File: src/rtl/rd_skew_control_pkg.sv
// Shared definitions for the read-side skew controller: FSM encoding and default sizing.
package rd_skew_control_pkg;

    localparam int DEF_WIDTH_HEIGHT = 16;
    localparam int DEF_ADDR_W       = 8;
    // Extra step-counter bits so L + WIDTH_HEIGHT - 2 never overflows.
    localparam int STEP_PAD         = 5;

    typedef enum logic [1:0] {
        IDLE = 2'd0,
        RUN  = 2'd1,
        DONE = 2'd2
    } state_t;

endpackage

File: src/rtl/rd_skew_control_if.sv
// Sequencer-side and memory-side signals of the read skew controller bundled as one port.
interface rd_skew_control_if
    import rd_skew_control_pkg::*;
#(
    parameter int WIDTH_HEIGHT = DEF_WIDTH_HEIGHT,
    parameter int ADDR_W       = DEF_ADDR_W
);

    logic                           start;
    logic [ADDR_W-1:0]              base_addr;
    logic [ADDR_W-1:0]              tile_rows;
    logic                           hold;
    logic                           busy;
    logic                           done;
    logic [WIDTH_HEIGHT-1:0]        rd_en;
    logic [WIDTH_HEIGHT*ADDR_W-1:0] rd_addr;

    modport master (
        output start, base_addr, tile_rows, hold,
        input  busy, done, rd_en, rd_addr
    );

    modport slave (
        input  start, base_addr, tile_rows, hold,
        output busy, done, rd_en, rd_addr
    );

endinterface

File: src/rtl/rd_skew_control_lane.sv
// One memory lane: window compare and address offset for step t, delayed by LANE steps.
module rd_skew_control_lane
    import rd_skew_control_pkg::*;
#(
    parameter int LANE   = 0,
    parameter int ADDR_W = DEF_ADDR_W,
    parameter int STEP_W = DEF_ADDR_W + STEP_PAD
) (
    input  logic [STEP_W-1:0] t,
    input  logic [ADDR_W-1:0] base,
    input  logic [ADDR_W-1:0] len,
    output logic              en,
    output logic [ADDR_W-1:0] addr
);

    logic [STEP_W-1:0] offset;

    always_comb begin
        offset = t - STEP_W'(LANE);
        en     = (t >= STEP_W'(LANE)) && (offset < STEP_W'(len));
        // Row addresses wrap modulo 2^ADDR_W by truncating the offset.
        addr   = en ? base + offset[ADDR_W-1:0] : '0;
    end

endmodule

File: src/rtl/rd_skew_control.sv
// Read skew controller: FSM and step counter issuing diagonally staggered per-lane reads.
module rd_skew_control
    import rd_skew_control_pkg::*;
#(
    parameter int WIDTH_HEIGHT = DEF_WIDTH_HEIGHT,
    parameter int ADDR_W       = DEF_ADDR_W
) (
    input  logic             clk,
    input  logic             reset,
    rd_skew_control_if.slave bus
);

    localparam int                STEP_W   = ADDR_W + STEP_PAD;
    localparam logic [STEP_W-1:0] LAST_OFS = STEP_W'(WIDTH_HEIGHT - 2);

    state_t                         state_q, state_d;
    logic [STEP_W-1:0]              t_q, t_d;
    logic [ADDR_W-1:0]              base_q, base_d;
    logic [ADDR_W-1:0]              len_q, len_d;
    logic                           busy_q, busy_d;
    logic                           done_q, done_d;
    logic [WIDTH_HEIGHT-1:0]        rd_en_q, rd_en_d, lane_en;
    logic [WIDTH_HEIGHT*ADDR_W-1:0] rd_addr_q, rd_addr_d, lane_addr;

    for (genvar i = 0; i < WIDTH_HEIGHT; i++) begin : g_lane
        rd_skew_control_lane #(
            .LANE   (i),
            .ADDR_W (ADDR_W),
            .STEP_W (STEP_W)
        ) u_lane (
            .t    (t_q),
            .base (base_q),
            .len  (len_q),
            .en   (lane_en[i]),
            .addr (lane_addr[i*ADDR_W +: ADDR_W])
        );
    end

    always_comb begin
        // NOTE: every signal gets a default before the case so no path leaves it unassigned, which would infer a latch.
        state_d   = state_q;
        t_d       = t_q;
        base_d    = base_q;
        len_d     = len_q;
        // Outputs register the state of the cycle just ending, giving one cycle of latency.
        busy_d    = (state_q != IDLE);
        done_d    = (state_q == DONE);
        rd_en_d   = '0;
        rd_addr_d = '0;

        unique case (state_q)
            IDLE: begin
                if (bus.start) begin
                    base_d  = bus.base_addr;
                    len_d   = bus.tile_rows;
                    t_d     = '0;
                    state_d = (bus.tile_rows == '0) ? DONE : RUN;
                end
            end
            RUN: begin
                if (bus.hold) begin
                    rd_addr_d = rd_addr_q;
                end else begin
                    rd_en_d   = lane_en;
                    rd_addr_d = lane_addr;
                    if (t_q == STEP_W'(len_q) + LAST_OFS) begin
                        state_d = DONE;
                    end else begin
                        t_d = t_q + STEP_W'(1);
                    end
                end
            end
            DONE: begin
                state_d = IDLE;
            end
            default: begin
                state_d = IDLE;
            end
        endcase
    end

    // NOTE: sequential state uses non-blocking assignments so every register samples pre-edge values.
    always_ff @(posedge clk or negedge reset) begin
        if (!reset) begin
            state_q   <= IDLE;
            t_q       <= '0;
            base_q    <= '0;
            len_q     <= '0;
            busy_q    <= 1'b0;
            done_q    <= 1'b0;
            rd_en_q   <= '0;
            rd_addr_q <= '0;
        end else begin
            state_q   <= state_d;
            t_q       <= t_d;
            base_q    <= base_d;
            len_q     <= len_d;
            busy_q    <= busy_d;
            done_q    <= done_d;
            rd_en_q   <= rd_en_d;
            rd_addr_q <= rd_addr_d;
        end
    end

    assign bus.busy    = busy_q;
    assign bus.done    = done_q;
    assign bus.rd_en   = rd_en_q;
    assign bus.rd_addr = rd_addr_q;

endmodule
File: src/flat_wrapper.sv
// flat-port wrapper written by rule: the top's interface ports become plain ports
module rd_skew_control_flat import rd_skew_control_pkg::*;
#(
    parameter int WIDTH_HEIGHT = DEF_WIDTH_HEIGHT,
    parameter int ADDR_W       = DEF_ADDR_W
)
  (clk, reset, bus_start, bus_base_addr, bus_tile_rows, bus_hold, bus_busy, bus_done, bus_rd_en, bus_rd_addr);
  rd_skew_control_if #(.WIDTH_HEIGHT(WIDTH_HEIGHT), .ADDR_W(ADDR_W)) bus_i ();
  input  logic clk;
  input  logic reset;
  input wire logic [$bits(bus_i.start)-1:0] bus_start;
  input wire logic [$bits(bus_i.base_addr)-1:0] bus_base_addr;
  input wire logic [$bits(bus_i.tile_rows)-1:0] bus_tile_rows;
  input wire logic [$bits(bus_i.hold)-1:0] bus_hold;
  output wire logic [$bits(bus_i.busy)-1:0] bus_busy;
  output wire logic [$bits(bus_i.done)-1:0] bus_done;
  output wire logic [$bits(bus_i.rd_en)-1:0] bus_rd_en;
  output wire logic [$bits(bus_i.rd_addr)-1:0] bus_rd_addr;
  assign bus_i.start = bus_start;
  assign bus_i.base_addr = bus_base_addr;
  assign bus_i.tile_rows = bus_tile_rows;
  assign bus_i.hold = bus_hold;
  assign bus_busy = bus_i.busy;
  assign bus_done = bus_i.done;
  assign bus_rd_en = bus_i.rd_en;
  assign bus_rd_addr = bus_i.rd_addr;
  rd_skew_control #(.WIDTH_HEIGHT(WIDTH_HEIGHT), .ADDR_W(ADDR_W)) u_core (.clk(clk), .reset(reset), .bus(bus_i));
endmodule
File: config.mk
export PLATFORM = sky130hd
export DESIGN_NAME = rd_skew_control_flat
export DESIGN_NICKNAME = d
export VERILOG_FILES = /design/src/rtl/rd_skew_control_pkg.sv /design/src/rtl/rd_skew_control_if.sv /design/src/rtl/rd_skew_control_lane.sv /design/src/rtl/rd_skew_control.sv /design/src/flat_wrapper.sv
export SDC_FILE = /design/constraint.sdc
export NUM_CORES = 1
export LEC_CHECK = 0
export ABC_AREA = 1
export CAP_MARGIN = 20
export CORE_MARGIN = 4
export CORE_UTILIZATION = 59
export DETAILED_ROUTE_END_ITERATION = 6
export DONT_BUFFER_PORTS = 1
export PLACE_DENSITY_LB_ADDON = 0.3
export RECOVER_POWER = 50
export SLEW_MARGIN = 25
export SYNTH_ARGS = -nofsm -noshare
export SYNTH_HDL_FRONTEND = slang
export SYNTH_SLANG_ARGS = --single-unit
File: constraint.sdc
create_clock -name clk -period 7.4 [get_ports clk]
set_input_delay 1.48 -clock clk [delete_from_list [all_inputs] [get_ports clk]]
set_output_delay 1.48 -clock clk [all_outputs]
set_load 0.01 [all_outputs]
* Word level (Yosys, flattened, before mapping) *
Cells that the tools add are included.

word-level totals
  input port bits = 20
  logic and storage cells = 132
  register bits = 177
  output and inout bits = 146

operators by class
  equal/unequal tests = 7
  $add $sub $neg = 33
  reductions and logical operators = 23
  $lt $le $gt $ge = 32
  mux-type cells = 29

operators with widths
  operator                                                             number
  2-to-1 mux 128 bit                                                   2
  < comparator 13 x 8 -> 1 bit                                         16
  adder 8 bit                                                          16
  2-to-1 mux 8 bit                                                     16
  greater-or-equal comparator 13 x 4 -> 1 bit (second input constant)  8
  subtractor 13 x 4 -> 13 bit (second input constant)                  8
  greater-or-equal comparator 13 x 3 -> 1 bit (second input constant)  4
  subtractor 13 x 3 -> 13 bit (second input constant)                  4
  2-to-1 mux 13 bit                                                    3
  2-to-1 mux 16 bit                                                    2
  greater-or-equal comparator 13 x 1 -> 1 bit (second input constant)  2
  greater-or-equal comparator 13 x 2 -> 1 bit (second input constant)  2
  one-hot mux 13 bit (2 select lines)                                  1
  subtractor 13 x 2 -> 13 bit (second input constant)                  2
  logical AND 1 bit                                                    16
  adder 13 x 1 -> 13 bit (second input constant)                       1
  equality test 13 bit                                                 1
  subtractor 13 x 1 -> 13 bit (second input constant)                  1
  adder 8 x 4 -> 9 bit (second input constant)                         1
  logical NOT 8 bit                                                    1
  2-to-1 mux 2 bit                                                     4
  != test 2 bit (second input constant)                                3
  one-hot mux 2 bit (2 select lines)                                   1
  AND reduction 4 bit                                                  1
  other kinds (7)                                                      8

* Depth between registers and ports, before layout *
  word-level depth = 6
  mapped depth = 20
  gate-level depth less buffers = 19

* By module *
A second synthesis with hierarchy kept.

unflattened totals
  cells, all modules = 3169
  area total of the unflattened synthesis = 20962.6 um^2

by module, submodules not included
  module                                            cells each  area an instance (um^2)  times used  seq. area each (um^2)
  rd_skew_control                                   869         7641.1                   1           4429.2
  rd_skew_control_lane at u_core.g_lane[10].u_lane  148         924.6                    1           0.0
  rd_skew_control_lane at u_core.g_lane[7].u_lane   154         922.1                    1           0.0
  rd_skew_control_lane at u_core.g_lane[15].u_lane  156         920.9                    1           0.0
  rd_skew_control_lane at u_core.g_lane[1].u_lane   155         892.1                    1           0.0
  rd_skew_control_lane at u_core.g_lane[3].u_lane   148         885.8                    1           0.0
  rd_skew_control_lane at u_core.g_lane[9].u_lane   160         880.8                    1           0.0
  rd_skew_control_lane at u_core.g_lane[5].u_lane   153         868.3                    1           0.0
  rd_skew_control_lane at u_core.g_lane[2].u_lane   159         865.8                    1           0.0
  rd_skew_control_lane at u_core.g_lane[12].u_lane  148         833.3                    1           0.0
  rd_skew_control_lane at u_core.g_lane[13].u_lane  141         829.5                    1           0.0
  rd_skew_control_lane at u_core.g_lane[6].u_lane   146         828.3                    1           0.0
  rd_skew_control_lane at u_core.g_lane[14].u_lane  134         810.8                    1           0.0
  rd_skew_control_lane at u_core.g_lane[11].u_lane  133         769.5                    1           0.0
  3 more rows                                       --          --                       --          --

* Least setup slack after synthesis *
No wires, ideal clock.

  path kind = register to register
  start = register u_core.t_q[4]
  end = register u_core.rd_addr_q[47], in the netlist u_core.bus.rd_addr[47]
  period minus slack after synthesis = 3167 ps
  slack = 4233 ps
  cell stages (with the launch flop) = 18
  data required time = 7282 ps
  setup time = 118 ps
  path buffers = 2
  data arrival time = 3049 ps
  cells stage by stage = dfrtp_1 inv_1 buf_1 ha_1 clkbuf_1 nand2_1 nand2_1 nor2_1 xor2_1 ha_1 nand2_1 nor3_1 nand2_1 o211ai_1 inv_1 or2_2 nand4_1 nand2_1

on the way
  longest elaborated chain between the ends = 6
  elaborated cells between the ends (all ways) = 8
  those cells by class = add/sub (2); order compare (2); mux (3); reduce/logical (1)

ends and longest elaborated chain
  element                       RTL line                    RTL
  start, declared               rd_skew_control.sv:17       logic [STEP_W-1:0] t_q, t_d;
  start signal, assigned        rd_skew_control.sv:95       t_q <= t_d;
  subtractor 13 x 3 -> 13 bit   rd_skew_control_lane.sv:19  offset = t - STEP_W'(LANE);
  < comparator 13 x 8 -> 1 bit  rd_skew_control_lane.sv:20  en = (t >= STEP_W'(LANE)) && (offset < STEP_W'(len));
  logical AND 1 bit             rd_skew_control_lane.sv:20
  2-to-1 mux 8 bit *            rd_skew_control_lane.sv:22  addr = en ? base + offset[ADDR_W-1:0] : '0;
  2-to-1 mux 128 bit *          rd_skew_control.sv:61       if (bus.hold) begin
  2-to-1 mux 128 bit *          rd_skew_control.sv:51       unique case (state_q)
  end signal, assigned          rd_skew_control.sv:101      rd_addr_q <= rd_addr_d;
  end, declared                 rd_skew_control.sv:23       logic [WIDTH_HEIGHT*ADDR_W-1:0] rd_addr_q, rd_addr_d, lane_addr;

Mark *: on every way between the ends. The rest lies on a longest branch, timed or not. The select of a mux whose other input is x is not followed.
A chain may end at the register's enable or synchronous reset.

* Worst setup path after layout *
  start = register u_core.t_q[4]
  end = register u_core.rd_addr_q[34], in the netlist u_core.bus.rd_addr[34]

on the way
  longest elaborated chain between the ends = 6
  elaborated cells between the ends (all ways) = 7
  those cells by class = add/sub (1); order compare (2); mux (3); reduce/logical (1)

ends and longest elaborated chain
  element                       RTL line
  subtractor 13 x 3 -> 13 bit   rd_skew_control_lane.sv:19
  < comparator 13 x 8 -> 1 bit  rd_skew_control_lane.sv:20
  logical AND 1 bit *           rd_skew_control_lane.sv:20
  2-to-1 mux 8 bit *            rd_skew_control_lane.sv:22
  2-to-1 mux 128 bit *          rd_skew_control.sv:61
  2-to-1 mux 128 bit *          rd_skew_control.sv:51

Marks and branches as above.

==> metrics.txt <==
worst slack, placed=3460 ps; Worst R2R Path Depth=14; Power Dens Cells=between 400 and 500 nW/um2; gpl congestion=approximately 1.1; DIE HEIGHT=about 170 um; RSZ-0062 raised after global routing=no; CP Launch Point=u_core.t_q[4]; largest net degree at the start of global routing=178; Synth Instances=between 2000 and 2500; Fillers=2404; Site Rows=60; Fin. Hold Viols=0; Max FO, Critical Path=18; I/O pins=between 150 and 200; die area=29900 um2; Worst-Margin Slew=1030 ps; WHS=500 ps; type of origin of the critical path=flop; Post-synth EDFFs=0; endpoint class of the critical path=flop; Setup crit end=u_core.bus.rd_addr[34]; post-DP HPWL=roughly 44000 um; GRT Util Overall=between 30 and 40%; max-capacitance violation count=0; die width=173 um; Worst R2R Start=u_core.t_q[4]; most common cell after layout, fill and taps aside=nand2_1; worst hold path class=flop to flop; RR Endpoint=u_core.bus.rd_addr[34]; Yosys warnings=0; fmax=between 200 and 250 MHz; Tcrit/Tclk final=a little over half; setup_tns=0 ps; Pre-antenna DRT Iters=7; total power=0.00715 W; GR Overflow Total=0; wire length per cell=23.8 um; register area share after synthesis=27.6%; Via Count=15892; detailed-route wire length=between 60000 and 70000 um; Area after DPL=between 15000 and 20000 um2; Final Skew=14.1 ps; Via density=6.24; largest cells by area after synthesis=dfrtp_1 28%, ha_1 15%, nand2_1 15%; H-tree depth=4; synthesized area=16100 um2; clk sinks=177; number of nets still failing antenna checks after routing=0; Area Overhead vs Synth=5.61%; Reg clk slew, reported paths=70 ps; failing checks=design-rule violations; layout net count=about 2400; top_reg_cell synth=dfrtp_1; core area=roughly 27000 um2; IO Port Bufs=0; hold bufs inserted after CTS=0; reg2reg setup slack=3340 ps; Mapped Avg Cell Area=around 7.2 um2; number of buffers created by CTS=17; Final setup viols=0; most frequent cells in the layout=630 x nand2_1, 215 x inv_1, 193 x ha_1, 173 x dfrtp_1, 146 x nand3_1; CTS-repair resized insts=0; DRC Markers=13; post-synth top area share=between 20% and 30%; first-pass GRT wire length=between 90000 and 100000 um; post-synthesis net count=~2400; post-synthesis register bit count=177; number of setup buffers added after CTS=0; n_diodes=0; Peak supply drop=247 uV; Worst Slack Setup Final=3340 ps; Post-synth ARST share=100%; Yosys cell types=52; Final Instance Area=around 17000 um2; antenna violations before repair=0; min cycle time layout=around 4100 ps; CTS Buffer Depth=2; Crit Path Class=flop to flop; CTS root buf=clkbuf_16; signal arrival time at the worst endpoint=roughly 4400 ps; Relative slew margins=about 31%; Yosys top cell by area=dfrtp_1; Lkg Pwr=9.36 nW; outcome=finished, violations left; vias in the first global route=15476; Worst Path Required=7770 ps; Starting Density=59.8%; insertion delay to the later sink of the worst-skew pair=460 ps; final max-slew violation count=0; share of cells above drive strength 1=6.39%; initial drt markers=1804; CTS tree=yes
[registers in the layout, indices dropped and copies added, names as in the netlist]
name and cells:
u_core.bus.rd_addr 128, u_core.bus.rd_en 16, u_core.t_q 13, u_core.base_q 8, u_core.len_q 8, u_core.state_q 2
u_core.bus.busy 1, u_core.bus.done 1
[critical path, cell delays in order, from the launching register on]
cell	delay, ps
dfrtp_1	380
inv_1	720
ha_1	570
nand2_4	220
clkinv_2	160
nand2_1	160
xor2_1	180
ha_1	250
nor3_1	240
o21ai_0	120
nor2_1	160
nand3_1	110
nor2_1	200
nand2_1	270
o21ai_1	220
[power by group]
group	leakage (nW)	total, W	switching (W)	internal [W]
Clock	0.307	0.000983	0.000457	0.000525
Sequential	2.38	0.00120	0.000124	0.00108
Combinational	6.67	0.00497	0.00341	0.00156
[cell usage after synthesis (9+ instances only)]
cell type and n:
nand2_2 11, o21bai_1 9, o21ai_2 19, nor3_1 26
o21ai_0 124, ha_1 193, or2_2 12, nand2_1 630
nand3_1 146, xnor2_1 32, nor2_1 118, dfrtp_1 177
a21oi_1 138, o211ai_1 10, inv_2 9, o21ai_1 30
buf_2 16, o221ai_1 14, xor2_1 123, clkbuf_1 32
nand4_1 50, inv_1 215
[kinds of logic (layout without fill, tap and decap cells)]
family	Yosys count	in the layout	share of synthesized area, %
and+or+nand+nor	1038	1038	28.5
AOI/OAI and AO/OA	359	359	12.5
buffers and inverters	291	279	7.26
adders and majority gates	197	197	15.5
DFF	177	177	27.6
xor gates and xnor gates	156	156	8.62
[area by class of cell]
cell class | count | area (um2) | share of cell area [%]
Multi-Input combinational cell | 1750 | 10500 | 61.8
Clock inverter | 14 | 188 | 1.11
Clock buffer | 18 | 439 | 2.59
Tap cell | 341 | 427 | 2.51
Inverter | 228 | 861 | 5.07
Timing Repair Buffer | 19 | 143 | 0.840
Sequential cell | 177 | 4430 | 26.1
[per-stage QoR]
stage               std cells  utilization (%)
floorplan                2218                -
global placement         2515             60.8
detailed placement       2515             60.8
CTS                      2547             63.1
global route             2547             63.1
finish                   2547             63.1
[per-layer routing]
metal  wire length [um]  global-route usage, %  up-vias
li1                   -                      -     7271
met1              24700                   52.4     7494
met2              26100                   61.4      936
met3               6360                   9.75      191
met4               3370                   19.2        0
met5                  0                      0        -
[worst min path at each step]
stage                            startpoint               to  slack [ps]  cells past startpoint
after floorplan           u_core.state_q[1]  u_core.bus.busy         440                      2
after detailed placement  u_core.state_q[1]  u_core.bus.busy         480                      2
after global placement    u_core.state_q[1]  u_core.bus.busy         460                      2
after CTS                 u_core.state_q[1]  u_core.bus.busy         500                      2
final                     u_core.state_q[1]  u_core.bus.busy         500                      2
after global routing      u_core.state_q[1]  u_core.bus.busy         550                      2
No activity file was read; power rests on OpenSTA's default activity.
